### src/rtl/slow_clock_pkg.sv
// Shared constants for the 4 Hz slow-clock divider and its receiver, so both ends
// agree on the nominal period, plus the receiver's lock-qualification states.
package slow_clock_pkg;

  localparam int unsigned DEF_HALF_CYCLES   = 12_500_001;
  localparam int unsigned DEF_TOL           = 1024;
  localparam int unsigned DEF_TICKS_PER_SEC = 4;
  localparam int unsigned DEF_CNT_W         = 26;

  typedef enum logic [1:0] {
    SEARCH  = 2'd0,
    MEASURE = 2'd1,
    LOCKED  = 2'd2,
    LOST    = 2'd3
  } state_e;

endpackage

### src/rtl/sync_edge_detect.sv
// Two-flop synchronizer for an asynchronous level, plus one history flop and
// registered single-cycle rise/fall pulses.
module sync_edge_detect (
  input  logic clk,
  input  logic rst,
  input  logic din,
  output logic rise,
  output logic fall
);

  logic s1_q, s1_d;
  logic s2_q, s2_d;
  logic s3_q, s3_d;
  logic rise_q, rise_d;
  logic fall_q, fall_d;

  always_comb begin
    s1_d   = din;
    s2_d   = s1_q;
    s3_d   = s2_q;
    rise_d = s2_q & ~s3_q;
    fall_d = ~s2_q & s3_q;
  end

  always_ff @(posedge clk or posedge rst) begin
    if (rst) begin
      s1_q   <= 1'b0;
      s2_q   <= 1'b0;
      s3_q   <= 1'b0;
      rise_q <= 1'b0;
      fall_q <= 1'b0;
    end else begin
      s1_q   <= s1_d;
      s2_q   <= s2_d;
      s3_q   <= s3_d;
      rise_q <= rise_d;
      fall_q <= fall_d;
    end
  end

  assign rise = rise_q;
  assign fall = fall_q;

endmodule

### src/rtl/slow_clock_tick_rx.sv
// Receive end of the slow-clock divider: edge ticks, rise-to-rise period measurement,
// lock/loss qualification and a once-per-second pulse for the time-keeping logic.
module slow_clock_tick_rx
  import slow_clock_pkg::*;
#(
  parameter int unsigned HALF_CYCLES   = DEF_HALF_CYCLES,
  parameter int unsigned TOL           = DEF_TOL,
  parameter int unsigned TICKS_PER_SEC = DEF_TICKS_PER_SEC,
  parameter int unsigned CNT_W         = DEF_CNT_W
) (
  input  logic             clk_in,
  input  logic             reset,
  input  logic             slow_clk_in,
  output logic             tick_rise,
  output logic             tick_fall,
  output logic             sec_pulse,
  output logic [CNT_W-1:0] period_cnt,
  output logic             locked,
  output logic             lost
);

  localparam int unsigned WIN_LO = 2 * HALF_CYCLES - TOL;
  localparam int unsigned WIN_HI = 2 * HALF_CYCLES + TOL;
  localparam int unsigned MEAS_W = CNT_W + 1;
  localparam int unsigned SCNT_W = (TICKS_PER_SEC > 1) ? $clog2(TICKS_PER_SEC) : 1;

  state_e              state_q, state_d;
  logic [CNT_W-1:0]    pcnt_q, pcnt_d;
  logic [CNT_W-1:0]    period_q, period_d;
  logic [SCNT_W-1:0]   scnt_q, scnt_d;
  logic                sec_q, sec_d;
  logic                locked_q, locked_d;
  logic                lost_q, lost_d;
  logic [MEAS_W-1:0]   measured;
  logic                in_window;
  logic                timeout;

  sync_edge_detect u_sync (
    .clk  (clk_in),
    .rst  (reset),
    .din  (slow_clk_in),
    .rise (tick_rise),
    .fall (tick_fall)
  );

  // Period counter restarts on every rise and parks at all-ones when the input dies.
  always_comb begin
    measured  = MEAS_W'(pcnt_q) + MEAS_W'(1);
    in_window = (measured >= MEAS_W'(WIN_LO)) && (measured <= MEAS_W'(WIN_HI));
    timeout   = !tick_rise && (pcnt_q == CNT_W'(WIN_HI));
    if (tick_rise)    pcnt_d = '0;
    else if (&pcnt_q) pcnt_d = pcnt_q;
    else              pcnt_d = pcnt_q + CNT_W'(1);
  end

  always_comb begin
    state_d  = state_q;
    period_d = period_q;
    scnt_d   = scnt_q;
    sec_d    = 1'b0;

    if (tick_rise && (state_q != SEARCH)) begin
      period_d = (&pcnt_q) ? pcnt_q : measured[CNT_W-1:0];
    end

    case (state_q)
      SEARCH: begin
        if (tick_rise) state_d = MEASURE;
      end
      MEASURE: begin
        if (tick_rise) begin
          if (in_window) begin
            state_d = LOCKED;
            scnt_d  = SCNT_W'(1);
          end
        end else if (timeout) begin
          state_d = LOST;
        end
      end
      LOCKED: begin
        if (tick_rise) begin
          if (!in_window) begin
            state_d = MEASURE;
          end else if (scnt_q == SCNT_W'(TICKS_PER_SEC - 1)) begin
            scnt_d = '0;
            sec_d  = 1'b1;
          end else begin
            scnt_d = scnt_q + SCNT_W'(1);
          end
        end else if (timeout) begin
          state_d = LOST;
        end
      end
      LOST: begin
        if (tick_rise) state_d = MEASURE;
      end
      default: state_d = SEARCH;
    endcase

    // Second count is only meaningful while locked.
    if (state_d != LOCKED) scnt_d = '0;
    locked_d = (state_d == LOCKED);
    lost_d   = (state_d == LOST);
  end

  always_ff @(posedge clk_in or posedge reset) begin
    if (reset) begin
      state_q  <= SEARCH;
      pcnt_q   <= '0;
      period_q <= '0;
      scnt_q   <= '0;
      sec_q    <= 1'b0;
      locked_q <= 1'b0;
      lost_q   <= 1'b0;
    end else begin
      state_q  <= state_d;
      pcnt_q   <= pcnt_d;
      period_q <= period_d;
      scnt_q   <= scnt_d;
      sec_q    <= sec_d;
      locked_q <= locked_d;
      lost_q   <= lost_d;
    end
  end

  assign sec_pulse  = sec_q;
  assign period_cnt = period_q;
  assign locked     = locked_q;
  assign lost       = lost_q;

endmodule

### config.mk
export PLATFORM = sky130hd
export DESIGN_NAME = slow_clock_tick_rx
export DESIGN_NICKNAME = d
export VERILOG_FILES = /design/src/rtl/slow_clock_pkg.sv /design/src/rtl/sync_edge_detect.sv /design/src/rtl/slow_clock_tick_rx.sv
export SDC_FILE = /design/constraint.sdc
export NUM_CORES = 1
export LEC_CHECK = 0
export ABC_AREA = 1
export BUFFER_PORTS_ARGS = -buffer_cell sky130_fd_sc_hd__buf_2
export CORE_ASPECT_RATIO = 1.75
export CORE_MARGIN = 1
export CORE_UTILIZATION = 30
export CTS_BUF_LIST = sky130_fd_sc_hd__clkbuf_4 sky130_fd_sc_hd__clkbuf_8 sky130_fd_sc_hd__clkbuf_16
export CTS_CLUSTER_DIAMETER = 80
export DETAILED_ROUTE_END_ITERATION = 12
export SLEW_MARGIN = 20
export SYNTH_ARGS = -nofsm -noshare
export SYNTH_HDL_FRONTEND = slang
export SYNTH_SLANG_ARGS = --single-unit
### constraint.sdc
create_clock -name clk_in -period 6.6 [get_ports clk_in]
set_clock_uncertainty 0.2 [all_clocks]
set_input_delay 1.32 -clock clk_in [delete_from_list [all_inputs] [get_ports clk_in]]
set_output_delay 1.32 -clock clk_in [all_outputs]
set_load 0.02 [all_outputs]
Word level (Yosys, flattened, before mapping):

Cells that the tools add are included.

* bitwise logic cells: 4
* magnitude comparators: 2
* $add $sub $neg: 3
* reductions and logical operators: 10
* mux-type cells: 21
* equality and inequality tests: 13

Operators by type and width (number)
* 26-bit two-way mux: 3
* 26-bit by 1-bit adder with 27-bit output, second input constant: 1
* 27-bit by 25-bit >= comparator with 1-bit output, second input constant: 1
* 27-bit by 25-bit <= comparator with 1-bit output, second input constant: 1
* 26-bit by 1-bit adder with 26-bit output, second input constant: 1
* 26-bit by 25-bit equality test with 1-bit output, second input constant: 1
* 26-bit AND reduction: 1
* 2-bit two-way mux: 12
* 2-bit equality test, second input constant: 5
* 3-bit by 2-bit inequality test with 1-bit output, second input constant: 2
* 3-bit inequality test, second input constant: 2
* 2-bit one-hot mux with 3 select lines: 1
* 5-bit AND reduction: 1
* 1-bit two-way mux: 4
* 2-bit one-hot mux with 2 select lines: 1
* 1-bit logical AND: 3
* 3-bit nonzero test: 1
* 2-bit by 1-bit adder with 2-bit output, second input constant: 1
* 1-bit bitwise AND: 2
* 2-bit by 1-bit equality test with 1-bit output, second input constant: 1
* 2-bit zero test: 1
* 2-bit by 1-bit inequality test with 1-bit output, second input constant: 1
* 2-bit inequality test, second input constant: 1
* 1-bit inverter: 2
* other kinds (3): 3

* flip-flop bits (word level): 64
* input bits: 3
* output and inout port bits: 31

Longest topological paths before layout:

Gate-level depths: netlist of the first run.

* depth in word-level cells: 9
* depth in mapped cells: 24

Hierarchy:

From an unflattened synthesis of the first run, not the netlist that was laid out.

* cells, all modules: 469
* area, all modules: 3545.9 um^2

By module, submodules not included
* slow_clock_tick_rx: instances 1, cells an instance 459, area each 3402.0 um^2
* sync_edge_detect: instances 1, cells an instance 10, area each 143.9 um^2

Worst setup path after synthesis of the first run:

No wires, ideal clock.

* path type: reg2reg
* from: reg pcnt_q[0]
* to: reg scnt_q[0]
* data arrival time: 2.199 ns
* setup slack: 4.080 ns
* clock period less this slack: 2.520 ns
* setup time: 0.121 ns
* required time: 6.279 ns
* cell stages (with the launch flop): 23
* cells stage by stage: dfrtp_1 > ha_1 > nand2_1 > nor2_4 > nand2_4 > nor2_4 > nand2_1 > nand2_1 > nand2_1 > nor2_1 > nand2_1 > nor2_2 > nand3_1 > nand2_1 > nand2_1 > nand2_1 > nand2_1 > nand2_1 > nand2_1 > nand2_1 > nand2_2 > nand3_2 > nor2_1

* word-level cells in the longest chain between the ends: 9

Ends and longest elaborated chain
* start: declaration: RTL line slow_clock_tick_rx.sv:28 `logic [CNT_W-1:0] pcnt_q, pcnt_d;`
* start signal: assignment: RTL line slow_clock_tick_rx.sv:117 `pcnt_q <= pcnt_d;`
* 26-bit by 1-bit adder with 27-bit output: RTL line slow_clock_tick_rx.sv:48 `measured = MEAS_W'(pcnt_q) + MEAS_W'(1);`
* 27-bit by 25-bit >= comparator with 1-bit output or 27-bit by 25-bit <= comparator with 1-bit output (tied branches): RTL line slow_clock_tick_rx.sv:49 `in_window = (measured >= MEAS_W'(WIN_LO)) && (measured <= MEAS_W'(WIN_HI));`
* 1-bit logical AND: RTL line slow_clock_tick_rx.sv:49
* 2-bit two-way mux (on tied branches): RTL line slow_clock_tick_rx.sv:82, slow_clock_tick_rx.sv:72
* 2-bit two-way mux (on tied branches): RTL line slow_clock_tick_rx.sv:81, slow_clock_tick_rx.sv:71
* 2-bit one-hot mux with 3 select lines: RTL line slow_clock_tick_rx.sv:66 `case (state_q)`
* 2-bit inequality test: RTL line slow_clock_tick_rx.sv:101 `if (state_d != LOCKED) scnt_d = '0;`
* 3-bit by 2-bit inequality test with 1-bit output (no line), or another cell as far along
* 5-bit AND reduction (no line)
* end signal: assignment: RTL line slow_clock_tick_rx.sv:119 `scnt_q <= scnt_d;`
* end: declaration: RTL line slow_clock_tick_rx.sv:30 `logic [SCNT_W-1:0] scnt_q, scnt_d;`

Several ways; a longest one is shown, not always the timed one.
A chain may end at the register's enable or synchronous reset.

Worst setup path in the final report of the first run:

Ends and elaborated chain as after synthesis.

==> results of run 1 <==
-- how the worst max path moves through the flow --
stage | to | slack, ns | cells past startpoint
4_1_cts | scnt_q[0] | 3.18 | 18
2_1_floorplan | locked | 3.48 | 1
6_report | scnt_q[0] | 3.17 | 18
3_5_place_dp | scnt_q[0] | 3.18 | 18
3_3_place_gp | scnt_q[0] | 3.34 | 18
5_1_grt | scnt_q[0] | 2.85 | 18
-- synth_stat cells, drive strengths merged --
cell and count:
o21ai 35, xor2 3, nor2 105, o21bai 4
nand4 9, nand3 27, and3 1, clkbuf 9
nand3b 3, a21oi 3, buf 1, and2 2
nand2 166, a21boi 1, o31ai 1, dfrtp 64
nor4 3, a31oi 5, inv 62, ha 8
-- worst max-delay path, delay by kind of cell (launching register included) --
family,cells,cell delay (ns)
simple gates,13,1.94
flops,1,0.50
fa+ha+maj,1,0.27
compound gates,2,0.23
buf+inv,2,0.17
-- metal layers --
| metal | global-route usage, % | up-vias |
|---|---|---|
| met5 | 0 | - |
| met4 | 13.4 | 0 |
| met3 | 2.62 | 42 |
| met2 | 29.3 | 89 |
| met1 | 16.5 | 1509 |
| li1 | - | 1663 |
-- report_power, final --
| group | internal, W | switching (W) | leakage, nW | total (W) |
|---|---|---|---|---|
| clock | 0.000350 | 0.000178 | 0.165 | 0.000528 |
| sequential | 0.000438 | 0.0000315 | 0.861 | 0.000470 |
| combinational | 0.0000859 | 0.000179 | 1.09 | 0.000265 |
-- cells by family after synthesis --
logic type               after synthesis
buffers and inverters                 72
AO/OA/AOI/OAI                         49
XOR/XNOR                               3
adder cells (fa/ha/maj)                8
AND/OR/NAND/NOR                      316
flip-flops                            64
-- registers in the layout (all words and copies together) (netlist names) --
register	count
locked	1
u_sync.s3_q	1
u_sync.rise	1
u_sync.s2_q	1
scnt_q	2
u_sync.s1_q	1
sec_pulse	1
state_q	2
lost	1
u_sync.fall	1
pcnt_q	26
period_cnt	26
-- final cells by class --
| type | instances | share of cell area [%] |
|---|---|---|
| Clock buffer | 11 | 5.92 |
| Multi-Input combinational cell | 376 | 41.1 |
| Clock inverter | 5 | 1.85 |
| Tap cell | 135 | 3.96 |
| Sequential cell | 64 | 37.5 |
| Inverter | 62 | 5.45 |
| Timing Repair Buffer | 35 | 4.22 |
-- stage by stage --
| step | setup slack [ns] | hold WS, ns | util, % | instance area, um2 |
|---|---|---|---|---|
| global placement | 3.34 | 0.138 | 33.8 | 3940 |
| global route | 2.85 | 0.168 | 36.7 | 4270 |
| finish | 3.17 | 0.153 | 36.7 | 4270 |
| floorplan | 3.48 | 0.131 | - | 3630 |
| CTS | 3.18 | 0.155 | 36.7 | 4270 |
| detailed placement | 3.18 | 0.143 | 33.8 | 3940 |
==> run summary, run 1 <==
In this run the tool buffered the top-level ports with 33 buffer cells. In the final layout, the share of cells above drive strength 1 is 13.6%. Registers take 1600 um2. Transition time of the tightest slew-check pin: 0.985 ns.

The multi-input combinational cells in the finished layout cover a total of 1750 um2. By area, the combinational part of the netlist is dominated by simple AND/OR/NAND/NOR gates. The logs give 3373 for the via count of the first global-routing pass and 0 for the count of antenna diodes in the layout. The post-route minimum period works out to 3.43 ns.

The fraction of synthesized area in multiplexers is 0%. By area the synthesized netlist is led by dfrtp_1 44%, nand2_1 17%, nor2_1 9.7%, inv_1 6.0%, o21ai_0 4.4%. Compound-cell area share of the yosys netlist: 7.55%.

The tools report the detailed-routed wire length on met2 as 4880 um. TritonCTS built the clock tree. The post-synthesis instance area is 3630 um2, and the worst setup slack for register-to-register paths is 3.17 ns.

Traced cell by cell, the critical path runs through ha_1, nand2_1, nor2_4, nand2_4, nor2_4, inv_2, nor2_2, nor2_4, nand2_1, nor2_2, nand3_1, nand2_1, nand2_1, nand3_1, inv_2, o21ai_2, o21ai_0, nor2_1. The clock passes through at most 2 buffers. The H-tree was split into 3 levels. For the final-layout setup total negative slack, the log shows 0 ns.

The synthesized netlist cell count was 512; the number of hold violations in the final report was 0. In this run the worst setup path begins at pcnt_q[0]. The cell with the most instances on the worst path is nand2_1.

The logs give 0 for the post-cts resize count and 65 for the maximum number of pins on one net before global-route repair. The first global-routing pass estimated 15800 um of wire. Sequential elements use 44.1% of the synthesized area. Along the worst path, the maximum fanout reaches 22. Overall power consumption after layout is estimated at 0.00126 W.

Category of the worst setup path capture point: a flop. Of all cell types, the one taking the most synthesized area is dfrtp_1. Timing would allow up to 291 MHz.

STA puts the critical path data arrival time at 3.46 ns. The floorplan step defined a die boundary enclosing 12600 um2. The worst register-to-register path begins at pcnt_q[0].

The floorplan step defined a core boundary enclosing 11600 um2. The number of hold buffers added after CTS was 0. The initial antenna violation count is 0, and the share of the cycle needed by the critical path after routing is 52.0%.

Leaving out fill and tap cells, the most frequent cell in the layout is nand2_1. For this design, the slowest cell found on the critical path is nor2_2. The cell count of the worst reg-to-reg path came out at 18.

The net count of the finished layout came out at 559. Setup repair after global routing left no endpoint under its margin. The critical path is of the reg -> reg type. Violation count after the first detailed-routing iteration: 159.

The cell sitting at the root of the clock tree is a clkbuf_16. Once detailed placement completed, the half-perimeter wirelength came to 7260 um. After detailed placement, the design holds a cell count of 672.

Clock-pin slew was measured on the worst setup and hold paths at 0.05 ns. The number of CTS-inserted buffers came out at 9. Worst reg2reg path endpoint: scnt_q[0].

For the first-pass iteration count of the detailed router, the log shows 4. The required time of the critical path was 6.63 ns; the stage delay of the slowest cell on the critical path was 0.75 ns. Measured against its own limit, the worst slew margin works out to 33.9%.

Row generation in the floorplan step produced 52 rows. Endpoint of the worst hold path: u_sync.s2_q. The floorplan die height works out to 148 um. The post-detailed-route via-to-cell ratio was 4.80; the power density over the cells was 296 nW/um2. The routed design has 9520 um of wire. Class of the tightest hold or removal check: reg -> reg.

The startpoint identified for the worst hold timing path is u_sync.s1_q. The run gives 3710 um as the sum of routed wire segments on met1. The floorplan step set the die width to 85.2 um. The detail route stage leaves a number of antenna-violating nets equal to 0.

Post-CTS timing repair inserted 0 buffers for setup. After the flow finishes, the layout carries non-filler instances totaling 688. The flow ran to the end, and the final reports show no timing, DRC or antenna violations.

Of the total synthesized cell area, the portion taken by XOR and XNOR cells is 0.724%. Leaving out fill and tap cells, the most frequent cells in the layout are 161 x nand2_1, 94 x nor2_1, 64 x dfrtp_1, 56 x inv_1, 33 x buf_2. The worst-case vdd ir drop came out at 0.179 mV. The area overhead of the layout relative to synthesis is 17.6%. The tools report the wire length on met3 as 327 um. For this run the aggregate overflow at the end of global routing stands at 0.

The source-to-sink clock delay at the later pin of the worst-skew pair was 0.34 ns. The total via count after detailed routing came out at 3303. The post-synthesis average cell area was 7.09 um2.

The tools report the number of distinct library cells after synthesis as 29. For the final-layout fill cell count, the log shows 1196. The run gives 16.4% as the global-route usage over all layers.

The logs give 64 for the clock sink count and 0.945 for the placer's final routability congestion estimate. The count of synthesis-stage warnings from yosys came out at 0. The count of pins on the block boundary came out at 34. The synthesized design devotes to its leading area cell type 44.1% of total area.

Synthesis inferred 64 register bits. Once the floorplan was initialized, standard cells occupied 31.2% of the core. Number of max-slew violations in the final report: 0. Highest metal layer with signal wires: met4.

The synthesized netlist devotes 37.3% of its cell area to simple gates. The tools report the leakage dissipation as 2.12 nW. Setup violations remaining at the end of the flow were counted as 0.

STA classifies the critical path startpoint as a flop. The tools report the total DRC errors in the routed layout as 0. The worst hold path depth works out to 0.

The wire length per cell after detailed routing was 13.8 um. The synthesized netlist devotes 2.76% of its cell area to adder and majority cells. When the netlist entered floorplanning its net count stood at 523. Max-cap violations in this run came to 0.
No activity file was read; power rests on OpenSTA's default activity.
==> inputs of run 2 (changes only) <==
ABC_AREA = 0   (was 1)
clock period = 2.9 ns   (was 6.6 ns; I/O delays follow)
==> run 2 against run 1 <==
The flow now finishes with violations (design-rule violations). Die area shrank 3.1%. Critical path depth shrank 8. Count of clock-buffer cells in the layout is the same. Total power grew 99%. Sequential power grew 110%. Worst setup slack lost 3.1 ns. Via count shrank 4.0%. Hold slack lost 0.0017 ns. Final cell count shrank 12%. Combinational power grew 60%.
==> run summary, run 2 <==
The flow ran to the end, but the final reports show violations. The checks that failed: design-rule violations. The area overhead of the layout relative to synthesis came out at 29.6%. The total instance count after detailed placement came out at 585 (-13%). The library cells used most frequently in the layout, excluding fill and tap cells, are 59 x dfrtp_1, 55 x nor2_1, 52 x buf_4, 43 x nand2_1, 34 x o21ai_0. Setup repair after global routing could not meet its margin everywhere.

The count of buffers from port buffering is 33 (unchanged). The worst setup path is of the reg -> reg kind. The number of synthesized flops with an enable pin was 0 (unchanged); the final standard cell area without fillers was 4550 um2 (+6.7%). The logs give 2.13 nW (+0.60%) for the leakage dissipation and 11500 um2 (-1.1%) for the standard cell core area.

In the synthesized netlist the dominant register cell turns out to be dfrtp_1. The area share of xor/xnor cells in the synthesized design is 3.49% (+2.8 points). The logs give 3 (unchanged) for the number of H-tree levels and 603 (-12%) for the final non-filler cell total. The run gives 0 (unchanged) as the number of max-cap violations. The post-synthesis instance area was 3510 um2 (-3.2%). The logs give 2.92 ns (-0.54 ns) for the worst path arrival time and 3170 (-4.0%) for the total via count after detailed routing. The worst-case vdd ir drop is 0.309 mV (+73%). The area share of fa/ha/maj cells after synthesis was 2.85% (+0.090 points). The area share of the largest cell type after synthesis is 45.6% (+1.4 points), and the effective utilization at floorplan is 30.5% (-0.65 points). The category of the worst setup path capture point is a flop.

The ratio of cells with drive above 1 in the final layout is 30.6% (+17 points), and the share of the yosys chip area belonging to registers is 45.6% (+1.4 points). The wire length per cell after detailed routing came out at 16.2 um (+17%). The share of the cycle needed by the critical path after routing was 98.9% (+47 points); the die outline area was 12200 um2 (-3.1%). Most common cell in the synthesized netlist: dfrtp_1.

The placer's final routability congestion estimate came out at 0.886 (-6.2%). TritonCTS built the clock tree. The tightest slew margin relative to the limit is 46.6% (+13 points), and the number of CTS-inserted buffers is 9 (unchanged). The tools report the post-place instance area as 4120 um2 (+4.7%). The violation count after the first detailed-routing iteration is 181 (+14%), and the synthesized netlist cell count is 391 (-24%). The source-to-sink clock delay at the later pin of the worst-skew pair came out at 0.33 ns (about the same). By count the netlist is led by 64 x dfrtp_1, 56 x nor2_1, 43 x nand2_1, 35 x o21ai_0. The net count of the finished layout was 476 (-15%); the fraction of synthesized area in multiplexers was 1.74% (+1.7 points). The first-pass iteration count of the detailed router came out at 8 (+4). The die width was 83.8 um (-1.6%); the count of antenna diodes in the layout was 0 (unchanged). The library cell used most frequently in the layout, excluding fill and tap cells, is dfrtp_1.

The final-layout fill cell count came out at 1148 (-4.0%). The number of hold violations in the final report is 0 (unchanged), and the post-synthesis average cell area is 8.99 um2 (+27%). The dominant combinational cell family by area after synthesis was simple AND/OR/NAND/NOR gates. The wire length of the first global-routing pass was 15900 um (+0.65%); the largest fanout on the critical path was 7 (-68%).

The tools report the kind of start point of the critical path as a flop. By area the synthesized netlist is led by dfrtp_1 46%, nor2_1 6.0%, o21ai_0 5.0%, nand2_1 4.6%, xnor2_1 3.0%. Count of hold-fix buffers inserted at cts: 0 (unchanged). The largest buffer count on any clock path is 2 (unchanged).

The run gives 349 MHz (+20%) as the maximum operating frequency. Global-route usage over all layers: 16.9% (+0.49 points). The tools report the synthesized net count as 402 (-23%). The total power was 0.00251 W (+99%); the total DRC errors in the routed layout was 4 (+4). The logs give 38 (-42%) for the maximum number of pins on one net before global-route repair and 0 (unchanged) for the number of antenna-violating nets in the routed design.

The logs give 0 (unchanged) for the number of max-slew violations in the final report and 9760 um (+2.5%) for the total detailed-routing wirelength. The run gives 34 (unchanged) as the count of pins on the block boundary. The share of synthesized flip-flops with an asynchronous set or reset is 100% (unchanged). Floorplan die height: 145 um (-1.6%). Clock tree root driver cell: clkbuf_16. Post-route minimum period: 2.87 ns (-0.563 ns). Half-perimeter wire length after detailed placement: 7490 um (+3.3%).

The clock-pin slew reported for the worst setup and hold paths after clock tree synthesis came out at 0.05 ns (about the same). The min-delay analysis places its worst path in the category reg -> reg. The compound-cell area share of the yosys netlist is 13.6% (+6.1 points), and the post-detailed-route via-to-cell ratio is 5.26 (+9.5%). The power density over the cells was 552 nW/um2 (+87%); the transition time of the tightest slew-check pin was 0.800 ns (-0.185 ns). The simple-gate portion of the synthesized area works out to 28.1% (-9.2 points). Total of flip-flops plus latches after synthesis: 64 (unchanged). The required time of the critical path is 2.95 ns (-3.68 ns). The clock sink count is 64 (unchanged), and the count of synthesis-stage warnings from yosys is 0 (unchanged). Initial antenna violation count: 0 (unchanged). The final setup violation count was 0 (unchanged). The most area-hungry cell type in the Yosys netlist is dfrtp_1.

The final-layout setup total negative slack was 0 ns (unchanged). The tools report the final global-route overflow total as 0 (unchanged). The number of distinct library cells after synthesis is 63 (+120%), and the via count of the first global-routing pass is 3214 (-4.7%). The standard-cell row count is 52 (unchanged).
-- run 2: changes by cell type in the layout (fill, tap and decap cells not counted), moves of 6 or more --
cell	before	now
nor2b_1	0	6
nand3_1	26	15
buf_4	2	52
nand2_1	161	43
inv_1	56	14
a21oi_1	3	14
nor3_1	0	6
xnor2_1	0	11
nor2_1	94	55
-- run 2: final timing paths --
kind                             start        endpoint  slack (ns)  depth (start not counted)
setup / recovery             pcnt_q[1]       scnt_q[0]        0.03                         10
hold / removal             u_sync.s1_q     u_sync.s2_q        0.15                          0
setup reg to reg             pcnt_q[1]       scnt_q[0]        0.03                         10
hold reg to reg            u_sync.s1_q     u_sync.s2_q        0.15                          0
max in group asynchronous        reset      pcnt_q[11]        1.66                          3
min in group asynchronous        reset  period_cnt[20]        0.20                          2
-- run 2: power by group --
group          total, W  switching (W)  internal [W]
Combinational  0.000425       0.000263      0.000162
Sequential      0.00101      0.0000611      0.000952
Clock           0.00107       0.000374      0.000700
-- run 2: routing by layer --
metal / part of all wire, % / up-vias / wire length, um / track usage [%]
li1: - / 1507 / - / -
met1: 37 / 1526 / 3610 / 16.9
met2: 54 / 98 / 5250 / 31.1
met3: 2.9 / 39 / 283 / 3.07
met4: 6.3 / 0 / 613 / 11.4
met5: 0 / - / 0 / 0
-- run 2: area by class of cell --
type / count / area (um2) / share of cell area, %
multi-input combinational: 289 / 1850 / 40.6
clock inverter: 3 / 42.5 / 0.934
timing repair buffer: 86 / 576 / 12.6
clock buffer: 11 / 253 / 5.55
inverter: 15 / 56.3 / 1.24
sequential: 64 / 1610 / 35.3
tap: 135 / 169 / 3.71
-- run 2: repair_timing --
| item | 4_1_cts | 5_1_grt |
|---|---|---|
| buffers inserted | 2 | 2 |
| pin swaps | 7 | 8 |
| gates resized for setup | 10 | 15 |
| endpoints found under the setup margin | 2 | 5 |
| hold endpoints to repair | 0 | 0 |
-- run 2: worst max-delay path: stages, from the launching register on --
cell,delay [ns]
dfrtp_1,0.36
ha_2,0.23
and4_4,0.28
nand4_1,0.18
xnor2_2,0.26
o2111ai_2,0.18
nor4_4,0.32
o2111ai_4,0.22
o31ai_4,0.26
nand2_2,0.11
nor3_2,0.18
-- run 2: kinds of logic after synthesis --
family | after synthesis
AND/OR/NAND/NOR | 186
AO/OA/AOI/OAI | 75
flip-flops | 64
buffers and inverters | 38
XOR/XNOR | 14
adder cells (fa/ha/maj) | 8
multiplexers | 6
-- run 2: per-stage QoR --
| step | hold WS, ns | worst slack [ns] | utilization (%) |
|---|---|---|---|
| finish | 0.151 | 0.0321 | 39.5 |
| global route | 0.144 | -0.127 | 39.5 |
| CTS | 0.143 | 0.00567 | 38.9 |
| detailed placement | 0.145 | -0.0670 | 35.8 |
| global placement | 0.132 | 0.0548 | 35.8 |
| floorplan | 0.131 | 0.122 | - |
